[config.mk]
export PLATFORM = sky130hd
export DESIGN_NAME = key_event_encoder
export DESIGN_NICKNAME = d
export VERILOG_FILES = /design/src/rtl/key_event_encoder.sv
export SDC_FILE = /design/constraint.sdc
export NUM_CORES = 1
export LEC_CHECK = 0
export ABC_AREA = 1
export BUFFER_PORTS_ARGS = -buffer_cell sky130_fd_sc_hd__buf_2
export CAP_MARGIN = 5
export CORE_MARGIN = 2
export CORE_UTILIZATION = 58
export CTS_BUF_LIST = sky130_fd_sc_hd__clkbuf_16
export CTS_CLUSTER_DIAMETER = 120
export DETAILED_ROUTE_END_ITERATION = 16
export GPL_ROUTABILITY_DRIVEN = 0
export PLACE_DENSITY = 0.78
export SLEW_MARGIN = 15
export SYNTH_ARGS = -nofsm -noshare
export SYNTH_HDL_FRONTEND = slang
export SYNTH_SLANG_ARGS = --single-unit
[constraint.sdc]
create_clock -name clk -period 2.76 [get_ports clk]
set_input_delay 0.552 -clock clk [delete_from_list [all_inputs] [get_ports clk]]
set_output_delay 0.552 -clock clk [all_outputs]
set_load 0.01 [all_outputs]
[src/rtl/key_event_encoder.sv]
// key_event_encoder
// Turns debounced key levels into an ordered press/release event stream
// (valid/ready, show-ahead queue) and a monophonic gate / last-note-priority
// active key.
// Optional build macro: KEY_EVENT_RELEASE_EN -- when defined, release events
// are queued as well; when undefined, only presses are reported and pending
// releases are discarded without using a queue slot.

module key_event_encoder #(
    parameter  int NUM_KEYS   = 8,
    parameter  int FIFO_DEPTH = 4,
    localparam int KEY_W      = $clog2(NUM_KEYS)
) (
    input  logic                clk,
    input  logic                rst,
    input  logic [NUM_KEYS-1:0] keys,
    output logic                evt_valid,
    input  logic                evt_ready,
    output logic [KEY_W-1:0]    evt_key,
    output logic                evt_press,
    output logic                gate,
    output logic [KEY_W-1:0]    active_key
);

    localparam int PTR_W = $clog2(FIFO_DEPTH);
    localparam int CNT_W = PTR_W + 1;
    localparam logic [CNT_W-1:0] DEPTH_C = CNT_W'(FIFO_DEPTH);

    // Registered state
    logic [NUM_KEYS-1:0]   r_keys_q;
    logic [NUM_KEYS-1:0]   r_pend;
    logic [KEY_W-1:0]      r_fifo_key [FIFO_DEPTH];
    logic [FIFO_DEPTH-1:0] r_fifo_press;
    logic [PTR_W-1:0]      r_wr_ptr;
    logic [PTR_W-1:0]      r_rd_ptr;
    logic [CNT_W-1:0]      r_count;
    logic [KEY_W-1:0]      r_active_key;
    logic                  r_gate;

    // Combinational next-state terms
    logic [NUM_KEYS-1:0]   w_chg;
    logic [NUM_KEYS-1:0]   w_elig;
    logic [NUM_KEYS-1:0]   w_drop;
    logic [NUM_KEYS-1:0]   w_grant;
    logic [NUM_KEYS-1:0]   w_pend_nxt;
    logic                  w_pop;
    logic                  w_can_push;
    logic                  w_push;
    logic [KEY_W-1:0]      w_gnt_key;
    logic                  w_gnt_press;
    logic [KEY_W-1:0]      w_held_low;
    logic [KEY_W-1:0]      w_active_nxt;

    // Index of the lowest set bit; 0 when the vector is empty.
    function automatic logic [KEY_W-1:0] lowest_idx(input logic [NUM_KEYS-1:0] v);
        logic [KEY_W-1:0] idx;
        idx = {KEY_W{1'b0}};
        for (int i = NUM_KEYS - 1; i >= 0; i--) begin
            idx = v[i] ? KEY_W'(i) : idx;
        end
        return idx;
    endfunction

    // Grant arbitration, pending update and active-key selection.
    always_comb begin
        w_chg = keys ^ r_keys_q;
`ifdef KEY_EVENT_RELEASE_EN
        w_elig = r_pend;
        w_drop = {NUM_KEYS{1'b0}};
`else
        // Releases never reach the queue: they are simply forgotten.
        w_elig = r_pend & r_keys_q;
        w_drop = r_pend & ~r_keys_q;
`endif
        w_pop       = (r_count != {CNT_W{1'b0}}) & evt_ready;
        // A pop in the same cycle frees the slot the push needs.
        w_can_push  = (r_count < DEPTH_C) | w_pop;
        w_push      = (|w_elig) & w_can_push;
        w_gnt_key   = lowest_idx(w_elig);
        w_gnt_press = r_keys_q[w_gnt_key];
        if (w_push) begin
            w_grant = w_elig & (~w_elig + NUM_KEYS'(1));
        end else begin
            w_grant = {NUM_KEYS{1'b0}};
        end
        // A fresh toggle re-arms the bit even if it is granted now.
        w_pend_nxt = (r_pend & ~w_grant & ~w_drop) | w_chg;
        w_held_low = lowest_idx(r_keys_q);
        if (w_push && w_gnt_press) begin
            w_active_nxt = w_gnt_key;
        end else if (!r_keys_q[r_active_key] && (|r_keys_q)) begin
            w_active_nxt = w_held_low;
        end else begin
            w_active_nxt = r_active_key;
        end
    end

    // Key sampling, pending bits, event queue and monophonic outputs.
    always_ff @(posedge clk) begin
        if (rst) begin
            r_keys_q     <= {NUM_KEYS{1'b0}};
            r_pend       <= {NUM_KEYS{1'b0}};
            r_fifo_press <= {FIFO_DEPTH{1'b0}};
            for (int i = 0; i < FIFO_DEPTH; i++) begin
                r_fifo_key[i] <= {KEY_W{1'b0}};
            end
            r_wr_ptr     <= {PTR_W{1'b0}};
            r_rd_ptr     <= {PTR_W{1'b0}};
            r_count      <= {CNT_W{1'b0}};
            r_active_key <= {KEY_W{1'b0}};
            r_gate       <= 1'b0;
        end else begin
            r_keys_q     <= keys;
            r_pend       <= w_pend_nxt;
            r_active_key <= w_active_nxt;
            r_gate       <= |r_keys_q;
            if (w_push) begin
                r_fifo_key[r_wr_ptr]   <= w_gnt_key;
                r_fifo_press[r_wr_ptr] <= w_gnt_press;
                r_wr_ptr               <= r_wr_ptr + PTR_W'(1);
            end
            if (w_pop) begin
                r_rd_ptr <= r_rd_ptr + PTR_W'(1);
            end
            case ({w_push, w_pop})
                2'b10:   r_count <= r_count + CNT_W'(1);
                2'b01:   r_count <= r_count - CNT_W'(1);
                default: r_count <= r_count;
            endcase
        end
    end

    assign evt_valid  = (r_count != {CNT_W{1'b0}});
    assign evt_key    = r_fifo_key[r_rd_ptr];
    assign evt_press  = r_fifo_press[r_rd_ptr];
    assign gate       = r_gate;
    assign active_key = r_active_key;

endmodule

==> flow_summary.json, run 1 <==
{
  "tightestPinTransition_ns": 0.5335,
  "critical_path_arrival_ns": 2.37,
  "numCtsBuffers": 5,
  "p_sw_frac": 0.3254,
  "peakVddDrop_v": 0.0005106,
  "grt.overflow.total": 0,
  "required_ns": 2.93,
  "drt_iter0_drc": 103,
  "cts.clk_slew.worst_paths_ns": 0.06,
  "worst_slack_ns": 0.5592,
  "drive_above_1_share": 0.1656,
  "crit_chain": "nand2_1, nand2_2, nor2_2, nand2_4, nand2_4, ha_1, inv_1, fa_1, a21oi_1, o21ai_0, o21ai_0, a21oi_1",
  "max_cap_violations": 0,
  "postSynthCellCount": 283,
  "grt_max_degree": 22,
  "ys_seq_elements": 45,
  "htree_levels": 2,
  "power_density_nw_per_um2": 747.8,
  "routedWlPerCell_um": 12.13,
  "startpoint_type": "register",
  "clk_latency_ns": 0.28,
  "grt_usage": 0.2311,
  "layout_common_cells": "nand2_1 (50), inv_1 (48), nor2_1 (34)",
  "io_pins": 20,
  "r2r_start": "r_keys_q[7]$_SDFF_PP0_",
  "setup_tns_ns": 0,
  "combPwrFrac": 0.260,
  "synth_cell_type_count": 30,
  "place.port_buffers": 19,
  "root_buffer": "clkbuf_16",
  "intPower_mw": 1.275,
  "layout_commonest_cell": "nand2_1",
  "vias_per_cell": 5.115,
  "finalSetupViolations": 0,
  "slowest_stage": "fa_1",
  "cts_tree": "yes",
  "core-area_sq_um": 3689,
  "post_cts_buffers": 0,
  "power_switching_uw": 614.9,
  "die_y_um": 66.16,
  "cts.sinks": 45,
  "synth.yosys.seq_area_share": 0.4556,
  "cpPeakStageDelay_ns": 0.38,
  "ys.warnings.count": 0,
  "hold_class": "register to register",
  "wl_um": 4319,
  "diodes": 0,
  "p_seq_frac": 0.439,
  "syn-num-nets": 300,
  "final.min_clock_period_ns": 2.201,
  "hpwl_um": 3303,
  "max_slew_margin": 0.6413,
  "antenna_found_initial": 0,
  "synth_top_area_share": 0.2948,
  "fin_skew_ns": 0.003205,
  "hold_buffers": 0,
  "drc": 0,
  "die_w_um": 66.16,
  "grt_pass1_vias": 1755,
  "syn_area_sq_um": 2241,
  "fp-row-count": 22,
  "fmax_mhz": 454.4,
  "end_kind": "register",
  "cp_top_family": "simple AND/OR/NAND/NOR gates",
  "hold_start": "r_count[0]$_SDFFE_PP0P_",
  "drv_slew": 0,
  "synth_area_per_cell_sq_um": 7.918,
  "final-hold-violation-count": 0,
  "worstPathMaxFanout": 12,
  "route.vias.total": 1821,
  "worst-path-buf-inv": 1,
  "drt-pass1-iter-count": 6,
  "ctsResizeCount": 0,
  "postRouteAntennaNets": 0,
  "startpoint": "r_keys_q[7]$_SDFF_PP0_",
  "synth_area_leaders": "dfxtp_1 (29%), edfxtp_1 (16%), nand2_1 (8.4%)",
  "nets": 324,
  "synthToLayoutAreaGrowth_pct": 12.79,
  "start_util": 0.6075,
  "status": "completed",
  "yosysTopAreaCell": "dfxtp_1",
  "dp_worst_setup_slack_ns": 0.3803,
  "clk_path_buf_depth": 2,
  "criticalPathCategory": "register to register",
  "period_share": 0.7974,
  "rsz0062_at_grt": "no",
  "dieArea_sq_um": 4377,
  "p_clk_frac": 0.302,
  "fillers": 310,
  "power_leakage_nw": 1.180,
  "grt_pass1_wl_um": 7596
}
## stage by stage
step	std cells	hold slack (ns)	util	cell area (sq um)	total power [mW]
after CTS	356	0.4489	0.6852	2527	1.898
after detailed placement	348	0.4404	0.6465	2385	1.332
after global routing	356	0.4684	0.6852	2527	2.008
after floorplan	283	0.4221	-	2241	1.196
after global placement	348	0.4360	0.6465	2385	1.313
final	356	0.4496	0.6852	2527	1.890
## synthesized netlist by cell type
cell	count
or2_4	1
nor3_1	1
xnor2_1	7
dfxtp_1	33
o21bai_1	3
a21oi_1	21
nand2_1	50
a31oi_1	2
buf_8	1
o311ai_0	1
ha_1	5
nand2_4	5
inv_1	48
edfxtp_1	12
nor2_2	1
nand4_1	1
nand3_1	13
nor2_4	3
fa_1	1
nand3b_1	2
o21ai_2	1
nor3_2	1
o22ai_1	3
clkbuf_1	3
o21ai_0	18
o31ai_1	1
inv_6	1
a21oi_2	1
nand2_2	9
nor2_1	34
## final timing paths
path,to,slack [ns],cells past startpoint
worst max-delay path,r_count[2]$_SDFFE_PP0P_,0.56,12
worst min-delay path,r_count[0]$_SDFFE_PP0P_,0.45,1
worst max register to register,r_count[2]$_SDFFE_PP0P_,0.56,12
worst min register to register,r_count[0]$_SDFFE_PP0P_,0.45,1
## logic make-up after synthesis
kind of cell | Yosys count | share of synthesized area
simple gates | 121 | 0.2580
buf+inv | 53 | 0.09603
compound gates | 51 | 0.1262
flops | 45 | 0.4556
xor+xnor | 7 | 0.02736
fa+ha+maj | 6 | 0.03685
## metal layers
metal	up-vias	track usage	part of all wire
met4	0	0.1148	0.020
li1	944	-	-
met3	10	0.04259	0.031
met1	836	0.2910	0.46
met5	-	0	0
met2	31	0.3788	0.48
## power groups by stage
stage / combinational [mW] / sequential [mW] / clock (mW)
after CTS: 0.493 / 0.829 / 0.577
after global routing: 0.564 / 0.840 / 0.604
after global placement: 0.473 / 0.840 / 0
after detailed placement: 0.489 / 0.842 / 0
final: 0.491 / 0.829 / 0.570
after floorplan: 0.364 / 0.832 / 0
## final cells by class
type,instances,area (sq um),area share
sequential,45,1021,0.4040
multi-input combinational,185,1005,0.3975
inverter,49,188.9,0.07475
clock buffer,5,125.1,0.04951
timing repair buffer,21,110.1,0.04356
tap,48,60.06,0.02376
clock inverter,3,17.52,0.006931
## sequential cells by signal, summed over array words and instances, names as in the netlist, named ones only
register and flops:
r_fifo_press 4, gate 1, r_fifo_key 12, r_keys_q 8
active_key 3, r_pend 8, r_count 3, r_wr_ptr 2
r_rd_ptr 2
Note: power is estimated with default switching activity, not from simulation.
==> run 2: changes to the inputs <==
--- a/config.mk
+++ b/config.mk
@@ -9,12 +9,12 @@
 export BUFFER_PORTS_ARGS = -buffer_cell sky130_fd_sc_hd__buf_2
 export CAP_MARGIN = 5
 export CORE_MARGIN = 2
-export CORE_UTILIZATION = 58
+export CORE_UTILIZATION = 53
 export CTS_BUF_LIST = sky130_fd_sc_hd__clkbuf_16
 export CTS_CLUSTER_DIAMETER = 120
 export DETAILED_ROUTE_END_ITERATION = 16
 export GPL_ROUTABILITY_DRIVEN = 0
-export PLACE_DENSITY = 0.78
+export PLACE_DENSITY = 0.75
 export SLEW_MARGIN = 15
 export SYNTH_ARGS = -nofsm -noshare
 export SYNTH_HDL_FRONTEND = slang
==> constraint.sdc (replaced) <==
create_clock -name clk -period 1.75 [get_ports clk]
set_input_delay 0.35 -clock clk [delete_from_list [all_inputs] [get_ports clk]]
set_output_delay 0.35 -clock clk [all_outputs]
set_load 0.01 [all_outputs]
==> flow_summary.json, run 2 (synthesis gave the netlist of run 1 again) <==
{
  "fp-row-count": 23,
  "clk_path_buf_depth": 2,
  "final-hold-violation-count": 0,
  "top_register": "r_fifo_key",
  "total_power_mw": 3.140,
  "grt_max_degree": 22,
  "clk_latency_ns": 0.29,
  "start_util": 0.5562,
  "final.min_clock_period_ns": 1.759,
  "p_clk_frac": 0.300,
  "required_ns": 1.93,
  "max_slew_margin": 0.7643,
  "grt_pass1_vias": 1748,
  "crit_chain": "nand2_2, nand2_2, nor2_4, nand2_4, nand2_4, ha_4, inv_2, fa_2, a21oi_2, o21ai_1, o21ai_1, a21oi_1",
  "hold_slack_ns": 0.2681,
  "numCtsBuffers": 5,
  "synthToLayoutAreaGrowth_pct": 22.11,
  "reg_top3": "r_fifo_key: 12 flops, r_keys_q: 8 flops, r_pend: 8 flops",
  "io_pins": 20,
  "routedWlPerCell_um": 11.73,
  "worstPathMaxFanout": 3,
  "layout_common_cells": "inv_1 (47), nand2_1 (44), nor2_1 (34)",
  "startpoint_type": "register",
  "hpwl_um": 3282,
  "wl_um": 4398,
  "status": "finished with violations",
  "period_share": 1.005,
  "drive_above_1_share": 0.2677,
  "htree_levels": 2,
  "worst_slack_ns": -0.009312,
  "cts.sinks": 45,
  "p_seq_frac": 0.415,
  "rsz0062_at_grt": "yes",
  "postRouteAntennaNets": 0,
  "slowest_stage": "fa_2",
  "intPower_mw": 2.100,
  "power_switching_mw": 1.039,
  "max_cap_violations": 0,
  "drt_iter0_drc": 129,
  "finalSetupViolations": 1,
  "core-area_sq_um": 4029,
  "root_buffer": "clkbuf_16",
  "drt-pass1-iter-count": 4,
  "violations": "negative setup slack",
  "nets": 341,
  "fin_skew_ns": 0.002981,
  "die_y_um": 69.03,
  "die_w_um": 69.03,
  "cts.clk_slew.worst_paths_ns": 0.06,
  "fillers": 343,
  "cts_tree": "yes",
  "grt_usage": 0.2067,
  "critical_path_arrival_ns": 1.94,
  "antenna_found_initial": 0,
  "end_kind": "register",
  "fin_area_sq_um": 2736,
  "grt_pass1_wl_um": 7790,
  "drv_slew": 0,
  "diodes": 0,
  "tightestPinTransition_ns": 0.3491,
  "peakVddDrop_v": 0.0006517,
  "post_dp_cell_area_sq_um": 2575,
  "cpPeakStageDelay_ns": 0.36,
  "combPwrFrac": 0.285,
  "place.port_buffers": 19,
  "layout_commonest_cell": "inv_1",
  "grt.overflow.total": 0,
  "hold_class": "primary input to register",
  "largest_reg_flops": 12,
  "power_density_nw_per_um2": 1147,
  "route.vias.total": 1833,
  "vias_per_cell": 4.888,
  "p_sw_frac": 0.3311,
  "power_leakage_nw": 1.290,
  "dieArea_sq_um": 4764,
  "fmax_mhz": 568.4,
  "criticalPathCategory": "register to register",
  "drc": 0
}
## run 2: layout make-up
type,count,area [sq um],share of cell area
inverters,49,188.9,0.06904
repair buffers,38,237.7,0.08688
flip-flops and latches,45,1036,0.3786
clock inverters,3,22.52,0.008230
multi-input cells,185,1064,0.3887
well taps,50,62.56,0.02286
clock buffers,5,125.1,0.04572
## run 2: power groups by stage
stage	sequential [mW]	combinational (mW)	clock (mW)
final	1.30	0.895	0.940
after global routing	1.32	1.02	0.998
after CTS	1.30	0.899	0.950
after detailed placement	1.32	0.879	0
after global placement	1.32	0.858	0
after floorplan	1.32	0.605	0
## run 2: through the flow
step	setup WS, ns	TNS, ns	instances	util
finish	-0.009312	-0.009312	375	0.6792
global route	-0.07621	-0.07621	375	0.6792
CTS	-0.02198	-0.02198	375	0.6770
detailed placement	-0.06143	-0.06143	367	0.6391
global placement	-0.01427	-0.01427	367	0.6391
floorplan	-0.1153	-0.1153	283	-
## run 2: critical path: cells and delay by family, from the launching register on
kind	cells	cell delay [ns]
flops	1	0.33
fa+ha+maj	2	0.48
compound gates	4	0.36
simple gates	5	0.44
buf+inv	1	0.04
## run 2: layer usage
| layer | track usage | vias up | wire length [um] |
|---|---|---|---|
| met5 | 0 | - | 0 |
| met4 | 0.07190 | 0 | 69 |
| met3 | 0.05848 | 7 | 223 |
| met2 | 0.3291 | 33 | 2044 |
| met1 | 0.2697 | 816 | 2061 |
| li1 | - | 977 | - |
## run 2: final timing paths
kind         slack, ns                            to  depth (start not counted)                    startpoint
min reg2reg       0.45  r_fifo_press[2]$_SDFFE_PP0P_                          2  r_fifo_press[2]$_SDFFE_PP0P_
max             -0.009       r_count[2]$_SDFFE_PP0P_                         12        r_keys_q[4]$_SDFF_PP0_
max reg2reg     -0.009       r_count[2]$_SDFFE_PP0P_                         12        r_keys_q[4]$_SDFF_PP0_
min               0.27        r_keys_q[3]$_SDFF_PP0_                          3                       keys[3]
## run 2: timing repair
item	in CTS	in global routing
setup buffers	0	0
setup endpoints to repair	1	12
resized for setup	2	5
pin swaps	3	1
hold buffers	0	0
